--- src/rtl/fp_dispatch.sv ---
`default_nettype none
// ============================================================================
// Module   : fp_dispatch (with fp_dispatch_pkg and fp_dispatch_fifo)
// Brief    : Issue/writeback front end for fp_top with tag tracking,
//            credit-based issue and in-order tagged responses.
// Revision : 1.0 - initial release
// ============================================================================

package fp_dispatch_pkg;
  typedef enum logic [1:0] {FP32 = 2'd0, FP64 = 2'd1, FP16 = 2'd2, FP16ALT = 2'd3} fp_format_e;

  function automatic int unsigned fp_width(fp_format_e fmt);
    case (fmt)
      FP32:    return 32;
      FP64:    return 64;
      default: return 16;
    endcase
  endfunction

  typedef enum logic [3:0] {
    FMADD = 4'd0, FNMSUB = 4'd1, ADD = 4'd2, MUL = 4'd3, DIV = 4'd4,
    SQRT = 4'd5, SGNJ = 4'd6, MINMAX = 4'd7, CMP = 4'd8, CLASSIFY = 4'd9,
    F2F = 4'd10, F2I = 4'd11, I2F = 4'd12, CPKAB = 4'd13, CPKCD = 4'd14
  } float_op_e;

  typedef enum logic [2:0] {
    RNE = 3'b000, RTZ = 3'b001, RDN = 3'b010, RUP = 3'b011, RMM = 3'b100, DYN = 3'b111
  } roundmode_e;

  typedef struct packed {
    logic nv;
    logic dz;
    logic of;
    logic uf;
    logic nx;
  } status_t;
endpackage

// Circular FIFO; the extra pointer bit separates full from empty, head reads 0 when empty.
module fp_dispatch_fifo #(
  parameter int unsigned DEPTH = 4,
  parameter int unsigned WIDTH = 8
) (
  input  logic                     clk,
  input  logic                     rst,
  input  logic                     push,
  input  logic                     pop,
  input  logic [WIDTH-1:0]         wdata,
  output logic [WIDTH-1:0]         rdata,
  output logic [$clog2(DEPTH):0]   count
);
  localparam int unsigned AW = $clog2(DEPTH);

  logic [WIDTH-1:0] mem [DEPTH];
  logic [AW:0]      wptr;
  logic [AW:0]      rptr;
  logic             empty;

  always_ff @(posedge clk or posedge rst) begin
    if (rst) begin
      wptr <= '0;
      rptr <= '0;
    end else begin
      if (push) wptr <= wptr + (AW+1)'(1);
      if (pop)  rptr <= rptr + (AW+1)'(1);
    end
  end

  always_ff @(posedge clk) begin
    if (push) mem[wptr[AW-1:0]] <= wdata;
  end

  assign count = wptr - rptr;
  assign empty = (wptr == rptr);
  assign rdata = empty ? '0 : mem[rptr[AW-1:0]];
endmodule

module fp_dispatch
  import fp_dispatch_pkg::*;
#(
  parameter fp_format_e  FP_FORMAT = FP32,
  parameter int unsigned REQ_DEPTH = 4,
  parameter int unsigned RSP_DEPTH = 4,
  parameter int unsigned TAG_WIDTH = 5,
  localparam int unsigned FP_WIDTH = fp_width(FP_FORMAT)
) (
  input  logic                 clk_i,
  input  logic                 rst_i,
  input  logic                 req_valid_i,
  output logic                 req_ready_o,
  input  float_op_e            req_op_i,
  input  logic [1:0]           req_mod_i,
  input  roundmode_e           req_rnd_i,
  input  logic [FP_WIDTH-1:0]  req_a_i,
  input  logic [FP_WIDTH-1:0]  req_b_i,
  input  logic [FP_WIDTH-1:0]  req_c_i,
  input  logic [TAG_WIDTH-1:0] req_tag_i,
  output logic                 fpu_start_o,
  input  logic                 fpu_ready_i,
  output float_op_e            fpu_op_o,
  output logic [1:0]           fpu_mod_o,
  output roundmode_e           fpu_rnd_o,
  output logic [FP_WIDTH-1:0]  fpu_a_o,
  output logic [FP_WIDTH-1:0]  fpu_b_o,
  output logic [FP_WIDTH-1:0]  fpu_c_o,
  input  logic                 fpu_valid_i,
  input  logic [FP_WIDTH-1:0]  fpu_result_i,
  input  status_t              fpu_flags_i,
  output logic                 rsp_valid_o,
  input  logic                 rsp_ready_i,
  output logic [FP_WIDTH-1:0]  rsp_result_o,
  output status_t              rsp_flags_o,
  output logic [TAG_WIDTH-1:0] rsp_tag_o,
  output status_t              fflags_o,
  input  logic                 fflags_clr_i,
  output logic                 err_o
);
  localparam int unsigned RQW = $clog2(REQ_DEPTH) + 1;
  localparam int unsigned CW  = $clog2(RSP_DEPTH) + 1;

  typedef struct packed {
    float_op_e            op;
    logic [1:0]           mod;
    roundmode_e           rnd;
    logic [FP_WIDTH-1:0]  a;
    logic [FP_WIDTH-1:0]  b;
    logic [FP_WIDTH-1:0]  c;
    logic [TAG_WIDTH-1:0] tag;
  } req_t;

  typedef struct packed {
    logic [FP_WIDTH-1:0]  result;
    status_t              flags;
    logic [TAG_WIDTH-1:0] tag;
  } rsp_t;

  req_t                 req_in;
  req_t                 req_head;
  rsp_t                 rsp_in;
  rsp_t                 rsp_head;
  logic [TAG_WIDTH-1:0] tag_head;
  logic [RQW-1:0]       req_count;
  logic [CW-1:0]        tag_count;
  logic [CW-1:0]        rsp_count;
  logic [CW-1:0]        inflight;
  logic                 req_empty;
  logic                 tag_empty;
  logic                 rsp_empty;
  logic                 req_push;
  logic                 issue;
  logic                 capture;
  logic                 rsp_pop;
  logic                 credit_ok;
  status_t              pop_flags;

  assign req_empty   = (req_count == '0);
  assign tag_empty   = (tag_count == '0);
  assign rsp_empty   = (rsp_count == '0);
  assign req_ready_o = (req_count != RQW'(REQ_DEPTH));
  assign req_push    = req_valid_i && req_ready_o;

  // Every issued op must already own a response slot, so the FPU is never stalled.
  assign credit_ok = ({1'b0, inflight} + {1'b0, rsp_count}) < (CW+1)'(RSP_DEPTH);
  assign issue     = !req_empty && fpu_ready_i && credit_ok;
  assign capture   = fpu_valid_i && !tag_empty;
  assign rsp_pop   = !rsp_empty && rsp_ready_i;

  assign req_in = '{op: req_op_i, mod: req_mod_i, rnd: req_rnd_i,
                    a: req_a_i, b: req_b_i, c: req_c_i, tag: req_tag_i};
  assign rsp_in = '{result: fpu_result_i, flags: fpu_flags_i, tag: tag_head};

  fp_dispatch_fifo #(.DEPTH(REQ_DEPTH), .WIDTH($bits(req_t))) u_req_fifo (
    .clk(clk_i), .rst(rst_i), .push(req_push), .pop(issue),
    .wdata(req_in), .rdata(req_head), .count(req_count)
  );

  fp_dispatch_fifo #(.DEPTH(RSP_DEPTH), .WIDTH(TAG_WIDTH)) u_tag_fifo (
    .clk(clk_i), .rst(rst_i), .push(issue), .pop(capture),
    .wdata(req_head.tag), .rdata(tag_head), .count(tag_count)
  );

  fp_dispatch_fifo #(.DEPTH(RSP_DEPTH), .WIDTH($bits(rsp_t))) u_rsp_fifo (
    .clk(clk_i), .rst(rst_i), .push(capture), .pop(rsp_pop),
    .wdata(rsp_in), .rdata(rsp_head), .count(rsp_count)
  );

  assign pop_flags = rsp_pop ? rsp_head.flags : '0;

  always_ff @(posedge clk_i or posedge rst_i) begin
    if (rst_i) begin
      inflight <= '0;
      fflags_o <= '0;
      err_o    <= 1'b0;
    end else begin
      case ({issue, capture})
        2'b10:   inflight <= inflight + CW'(1);
        2'b01:   inflight <= inflight - CW'(1);
        default: inflight <= inflight;
      endcase
      fflags_o <= fflags_clr_i ? pop_flags : (fflags_o | pop_flags);
      if (fpu_valid_i && tag_empty) err_o <= 1'b1;
    end
  end

  assign fpu_start_o  = issue;
  assign fpu_op_o     = req_head.op;
  assign fpu_mod_o    = req_head.mod;
  assign fpu_rnd_o    = req_head.rnd;
  assign fpu_a_o      = req_head.a;
  assign fpu_b_o      = req_head.b;
  assign fpu_c_o      = req_head.c;
  assign rsp_valid_o  = !rsp_empty;
  assign rsp_result_o = rsp_head.result;
  assign rsp_flags_o  = rsp_head.flags;
  assign rsp_tag_o    = rsp_head.tag;
endmodule

`default_nettype wire

--- config.mk ---
export PLATFORM = sky130hd
export DESIGN_NAME = fp_dispatch
export DESIGN_NICKNAME = d
export VERILOG_FILES = /design/src/rtl/fp_dispatch.sv
export SDC_FILE = /design/constraint.sdc
export NUM_CORES = 1
export LEC_CHECK = 0
export ABC_CLOCK_PERIOD_IN_PS = 5620
export BUFFER_PORTS_ARGS = -buffer_cell sky130_fd_sc_hd__buf_2
export CELL_PAD_IN_SITES_DETAIL_PLACEMENT = 0
export CELL_PAD_IN_SITES_GLOBAL_PLACEMENT = 2
export CORE_MARGIN = 1
export CORE_UTILIZATION = 40
export DETAILED_ROUTE_END_ITERATION = 8
export HOLD_SLACK_MARGIN = 0.05
export PLACE_DENSITY = 0.74
export REMOVE_ABC_BUFFERS = 1
export SYNTH_ARGS = -nofsm -noshare
export SYNTH_HDL_FRONTEND = slang
export SYNTH_SLANG_ARGS = --single-unit
--- constraint.sdc ---
create_clock -name clk_i -period 5.62 [get_ports clk_i]
set_input_delay 0.843 -clock clk_i [delete_from_list [all_inputs] [get_ports clk_i]]
set_output_delay 0.843 -clock clk_i [all_outputs]
set_load 0.05 [all_outputs]
-- After elaboration in Yosys (flattened, before gate mapping)
Memory sizes are Yosys's and may differ from the RTL's.
Cells that the tools add are included.
Widths: inputs -> output; s select.
- add/sub/neg operators: 12
- order comparisons: 1
- equality and inequality tests: 6
- mux-type cells: 12
- bitwise logic cells: 1
- reductions and logical operators: 13
- operator list (operator ; number):
    $mux 110 ; 1
    $mux 42 ; 1
    $add 3x1->3 const B ; 7
    $mux 5 ; 3
    $eq 3x3->1 ; 3
    $logic_not 3->1 ; 3
    $sub 3x3->3 ; 3
    $logic_and 1x1->1 ; 6
    $mux 1 ; 6
    $pmux 3 s2 ; 1
    $or 5x5->5 ; 1
    $add 3x3->4 ; 1
    $lt 4x3->1 const B ; 1
    $logic_not 1->1 ; 3
    $ne 3x3->1 const B ; 1
    $sub 3x1->3 const B ; 1
    $eq 2x1->1 const B ; 1
    $eq 2x2->1 const B ; 1
    $reduce_bool 2->1 ; 1
- register bits: 27
- RAM bits: 628
- input bits: 154
- memories kept: 3
- memories (memory ; words ; width ; read ports ; clocked after Yosys merged registers in ; wr ports ; RTL line ; source):
    u_req_fifo.mem ; 4 ; 110 ; 1 ; 0 ; 1 ; 54 ; logic [WIDTH-1:0] mem [DEPTH];
    u_rsp_fifo.mem ; 4 ; 42 ; 1 ; 0 ; 1 ; 54 ;
    u_tag_fifo.mem ; 4 ; 5 ; 1 ; 0 ; 1 ; 54 ;

-- Depth between registers and ports, before layout
- depth after elaboration: 7
- gate-level depth with buffers: 16
- gate-level depth less buffers: 16

-- Cells and area by module
From an unflattened synthesis, not the netlist that was laid out.
- cells, all modules: 1166
- area, all modules: 25655.9 um^2
- modules (own cells, without submodules) (module ; instances ; cells each ; area an instance (um^2) ; sequential area each (um^2)):
    fp_dispatch_fifo at u_req_fifo ; 1 ; 744 ; 17177.7 ; 13362.8
    fp_dispatch_fifo at u_rsp_fifo ; 1 ; 306 ; 6850.3 ; 5195.0
    fp_dispatch_fifo at u_tag_fifo ; 1 ; 67 ; 1147.4 ; 750.7
    fp_dispatch ; 1 ; 49 ; 480.5 ; 225.2

-- Worst setup path before layout
OpenSTA, ideal clock, no wires.
- path kind: register to register
- start: reg u_req_fifo.rptr[1]
- end: mem u_req_fifo.mem[0][0] (netlist bit), enable pin
- library setup time: 0.482 ns
- arrival time: 4.339 ns
- required time: 5.138 ns
- slack: 0.799 ns
- cell stages (with the launch flop): 9
- path buffers: 2
- cell sequence: dfrtp_1 -> buf_1 -> buf_2 -> inv_1 -> ha_1 -> nor2b_1 -> xnor2_1 -> o21a_1 -> and2_1
- cells in the longest elaborated chain, start to end: 5
- ends and longest elaborated chain (what ; RTL line ; source):
    start, declared ; 56 ; logic [AW:0] rptr;
    start signal, assigned ; 65 ; if (pop) rptr <= rptr + (AW+1)'(1);
    $sub 3x3->3 ; 73 ; assign count = wptr - rptr;
    $ne 3x3->1 ; 159 ; assign req_ready_o = (req_count != RQW'(REQ_DEPTH));
    $logic_and 1x1->1 ; 160 ; assign req_push = req_valid_i && req_ready_o;
    $mux 1 ; 70 ; if (push) mem[wptr[AW-1:0]] <= wdata;
    $mux 1 (implied by the code) ; 70 ;
    end, declared ; 54 ;
No other way between the ends.

-- Worst setup path after layout
- start: reg u_rsp_fifo.wptr[0]
- end: out fpu_start_o
- cells in the longest elaborated chain, start to end: 4
- ends and longest elaborated chain (what ; RTL line ; source):
    start, declared ; 55 ; logic [AW:0] wptr;
    start signal, assigned ; 64 ; if (push) wptr <= wptr + (AW+1)'(1);
    $sub 3x3->3 ; 73 ;
    $add 3x3->4 ; 163 ; assign credit_ok = ({1'b0, inflight} + {1'b0, rsp_count}) < (CW+1)'(RSP_DEPTH);
    $lt 4x3->1 ; 163 ;
    $logic_and 1x1->1 ; 164 ; assign issue = !req_empty && fpu_ready_i && credit_ok;
    end, declared ; 98 ; output logic fpu_start_o,
No other way between the ends.

==> qor.json <==
{
  "sta": {
    "finalWorstPathRequiredPeriod_ns": 4.533,
    "rsz0062_at_grt": "no",
    "setup-violations-final": 0,
    "min_period_over_period_pct": 80.65,
    "hold_ws_ns": 0.3199,
    "max_freq_mhz": 220.6,
    "final_hold_vios": 0,
    "max_slew_margin_pct": 37.71,
    "count_of_final_max_slew_check_failures": 0,
    "timing_worst_slew_pin_value_ns": 0.9343,
    "fin_ws_ns": 1.087,
    "worst_clock_skew_ns": 0.02393
  },
  "clock_tree": {
    "clock_tree_from_tritoncts": "done",
    "clkTransAtPathRegs_ns": 0.06,
    "cts.sink_count": 655,
    "clk-insertion-delay-late_ns": 0.61,
    "cts_root_buf": "sky130_fd_sc_hd__clkbuf_16",
    "cts_inserted_buffers": 69,
    "post-cts-setup-buffers": 0,
    "cts_repair_resize_count": 0,
    "cts-htree-levels": 3,
    "post_cts_hold_buffer_count": 0,
    "cts_buffer_depth": 3
  },
  "worst_setup_path": {
    "worst_path_dominant_cell_family": "adder cells",
    "ff2ff_setup_slack_ns": 1.82,
    "worst_r2r_path_depth": 16,
    "timing.critical_path.buf_inv": 3,
    "startpoint_type": "flop",
    "crit_path_cell_trace": "inv_1 > ha_1 > inv_1 > fa_1 > xnor3_2 > ha_1 > nor4b_1 > nand2_1 > a31oi_4 > buf_2",
    "rr_endpoint": "inflight[2]",
    "crit_arrival_ns": 3.69,
    "timing.critical_path.slowest_stage_cell": "sky130_fd_sc_hd__nor4b_1",
    "setup.worst_path.end_class": "primary output",
    "crit_required_ns": 4.78,
    "crit-reg2reg-launch": "u_rsp_fifo.wptr[0]",
    "critical-path-max-stage-delay_ns": 0.47,
    "critical_path_class": "reg2out",
    "crit_path_max_fanout": 9
  },
  "grt": {
    "grt_pass1_vias": 13150,
    "grt_use_met2_pct": 26.25,
    "grt_util_met3_pct": 6.541,
    "grt_pass1_wl_mm": 78.83,
    "globalRoute.busiestLayer": "met2",
    "globalRoute.totalOverflow": 0,
    "pin_count_of_the_biggest_net_entering_global_routing": 80,
    "grtUsageTotal_pct": 15.77,
    "grt_antenna_before_repair": 22,
    "global_route.usage.met1_pct": 18.74
  },
  "cells_and_area": {
    "final_net_count": 1677,
    "synthToLayoutAreaGrowth_pct": 15.50,
    "final_cell_area_sq_um": 30080,
    "layout-drive-gt1-share_pct": 39.41,
    "share_of_the_core_filled_with_cells_pct": 46.75
  },
  "synthesis": {
    "post_synth_inst_count": 1247,
    "cell_taking_the_most_area_after_synthesis": "sky130_fd_sc_hd__edfxtp_1",
    "ys.warnings.count": 0,
    "syn_avg_cell_area_sq_um": 20.89,
    "yosys-top-cells-area": "sky130_fd_sc_hd__edfxtp_1 (72%), sky130_fd_sc_hd__mux4_2 (14%), sky130_fd_sc_hd__buf_4 (3.0%)",
    "syn-cell-area_sq_um": 26040,
    "synth_cell_types": 35,
    "seq_area_frac_synth_pct": 75.00,
    "synth-seq-cells": 655,
    "netlist.area_leader.share_pct": 72.41
  },
  "routing": {
    "vias_per_cell": 5.000,
    "antenna_left": 0,
    "detail_route.wirelength_mm": 51.18,
    "first_pass_iters": 4,
    "num_vias": 12050,
    "routed_wire_length_per_instance_um": 21.24,
    "drt_iter0_markers": 554,
    "detail_route.drc_violations": 0
  },
  "floorplanning": {
    "placeableCoreArea_sq_um": 64350,
    "chipWidth_um": 257.2,
    "die_area_sq_um": 66140,
    "initial_utilization_pct": 40.48,
    "floorplan.rows": 93,
    "ios": 310,
    "die_height_um": 257.2
  },
  "placed_design": {
    "place.gp.congestion": 0.7189,
    "placed_cell_area_sq_um": 27960,
    "detailedPlace.worstSlack_ns": 1.644,
    "dp_hpwl_mm": 30.74,
    "place.port_buffers": 309
  },
  "status": {
    "status": "finished clean"
  },
  "run": {
    "max-cap-violations": 0
  },
  "hold_path": {
    "hp-class": "in2async"
  }
}
==> tightest hold or removal path, stage by stage <==
cell	delay, ns
sky130_fd_sc_hd__buf_2	0.09
sky130_fd_sc_hd__inv_1	0.04
sky130_fd_sc_hd__buf_4	0.34
==> area by class of cell <==
class                   instances  area (sq um)
diodes                          2         5.005
well taps                     855          1070
clock buffers                  88          1808
repair buffers                335          1804
flip-flops and latches        655         19540
clock inverters                39         304.0
multi-input cells             411          5453
inverters                      25         93.84
fillers                      5457         34270
==> per-layer routing <==
| layer | up-vias | part of all wire, % |
|---|---|---|
| li1 | 5322 | - |
| met1 | 6274 | 39 |
| met2 | 314 | 50 |
| met3 | 101 | 9.0 |
| met4 | 40 | 1.7 |
| met5 | - | 0.51 |
==> logic make-up (layout without fill, tap and decap cells) <==
logic type / count (synthesis) / in the layout / share of synthesized area (%)
AOI/OAI and AO/OA: 14 / 14 / 0.4324
xor gates and xnor gates: 21 / 21 / 0.7638
adders and majority gates: 26 / 26 / 1.307
buffers and inverters: 181 / 487 / 4.208
DFF: 655 / 655 / 75.00
muxes: 164 / 164 / 13.89
other: 0 / 2 / 0
and+or+nand+nor: 186 / 186 / 4.400
==> state kept, by name, indices dropped and copies added (netlist names) <==
name / cells
u_rsp_fifo.rptr: 3
u_tag_fifo.rptr: 3
u_req_fifo.mem: 440
inflight: 3
err_o: 1
fflags_o: 5
u_rsp_fifo.mem: 168
u_req_fifo.wptr: 3
u_tag_fifo.mem: 20
u_tag_fifo.wptr: 3
u_rsp_fifo.wptr: 3
u_req_fifo.rptr: 3
==> worst max path at each step <==
stage,start,endpoint,cells after the start
5_1_grt,u_rsp_fifo.wptr[0],fpu_start_o,10
2_1_floorplan,u_req_fifo.rptr[0],fpu_a_o[0],4
6_report,u_rsp_fifo.wptr[0],fpu_start_o,10
4_1_cts,u_rsp_fifo.wptr[0],fpu_start_o,10
3_3_place_gp,u_rsp_fifo.wptr[0],fpu_start_o,10
3_5_place_dp,u_rsp_fifo.wptr[0],fpu_start_o,10
==> cells in the mapped netlist, drive strengths merged <==
master and n:
ha 24, xnor3 1, nor2 3, edfxtp 628
nand3b 1, buf 130, nor4b 1, xnor2 8
a21boi 1, a31o 1, o211a 1, clkbuf 26
inv 25, mux2 6, mux2i 1, fa 2
and3 1, nand3 3, dfrtp 27, mux4 157
o21a 1, or3b 1, and2 47, a31oi 3
or2 1, o22ai 5, nor2b 117, xor2 12
a21oi 2, nand2 11
==> layout by cell type (no fill, tap or decap), types with 10 or more instances in the layout <==
cell / instances
sky130_fd_sc_hd__and2_1: 41
sky130_fd_sc_hd__buf_2: 309
sky130_fd_sc_hd__buf_4: 21
sky130_fd_sc_hd__clkbuf_1: 18
sky130_fd_sc_hd__clkbuf_16: 69
sky130_fd_sc_hd__clkinv_1: 16
sky130_fd_sc_hd__clkinv_2: 10
sky130_fd_sc_hd__dfrtp_1: 23
sky130_fd_sc_hd__edfxtp_1: 628
sky130_fd_sc_hd__ha_1: 24
sky130_fd_sc_hd__inv_1: 25
sky130_fd_sc_hd__mux4_2: 157
sky130_fd_sc_hd__nand2_1: 10
sky130_fd_sc_hd__nor2b_1: 117
sky130_fd_sc_hd__xor2_1: 12
==> through the flow <==
stage	setup TNS (ns)	instances
floorplan	-1744.39	1091
global placement	0	2281
detailed placement	0	2281
CTS	0	2408
global route	0	2408
finish	0	2410
Power is not shown: default switching activity piles up to over one toggle a cycle in this logic, so the estimate is an artifact.
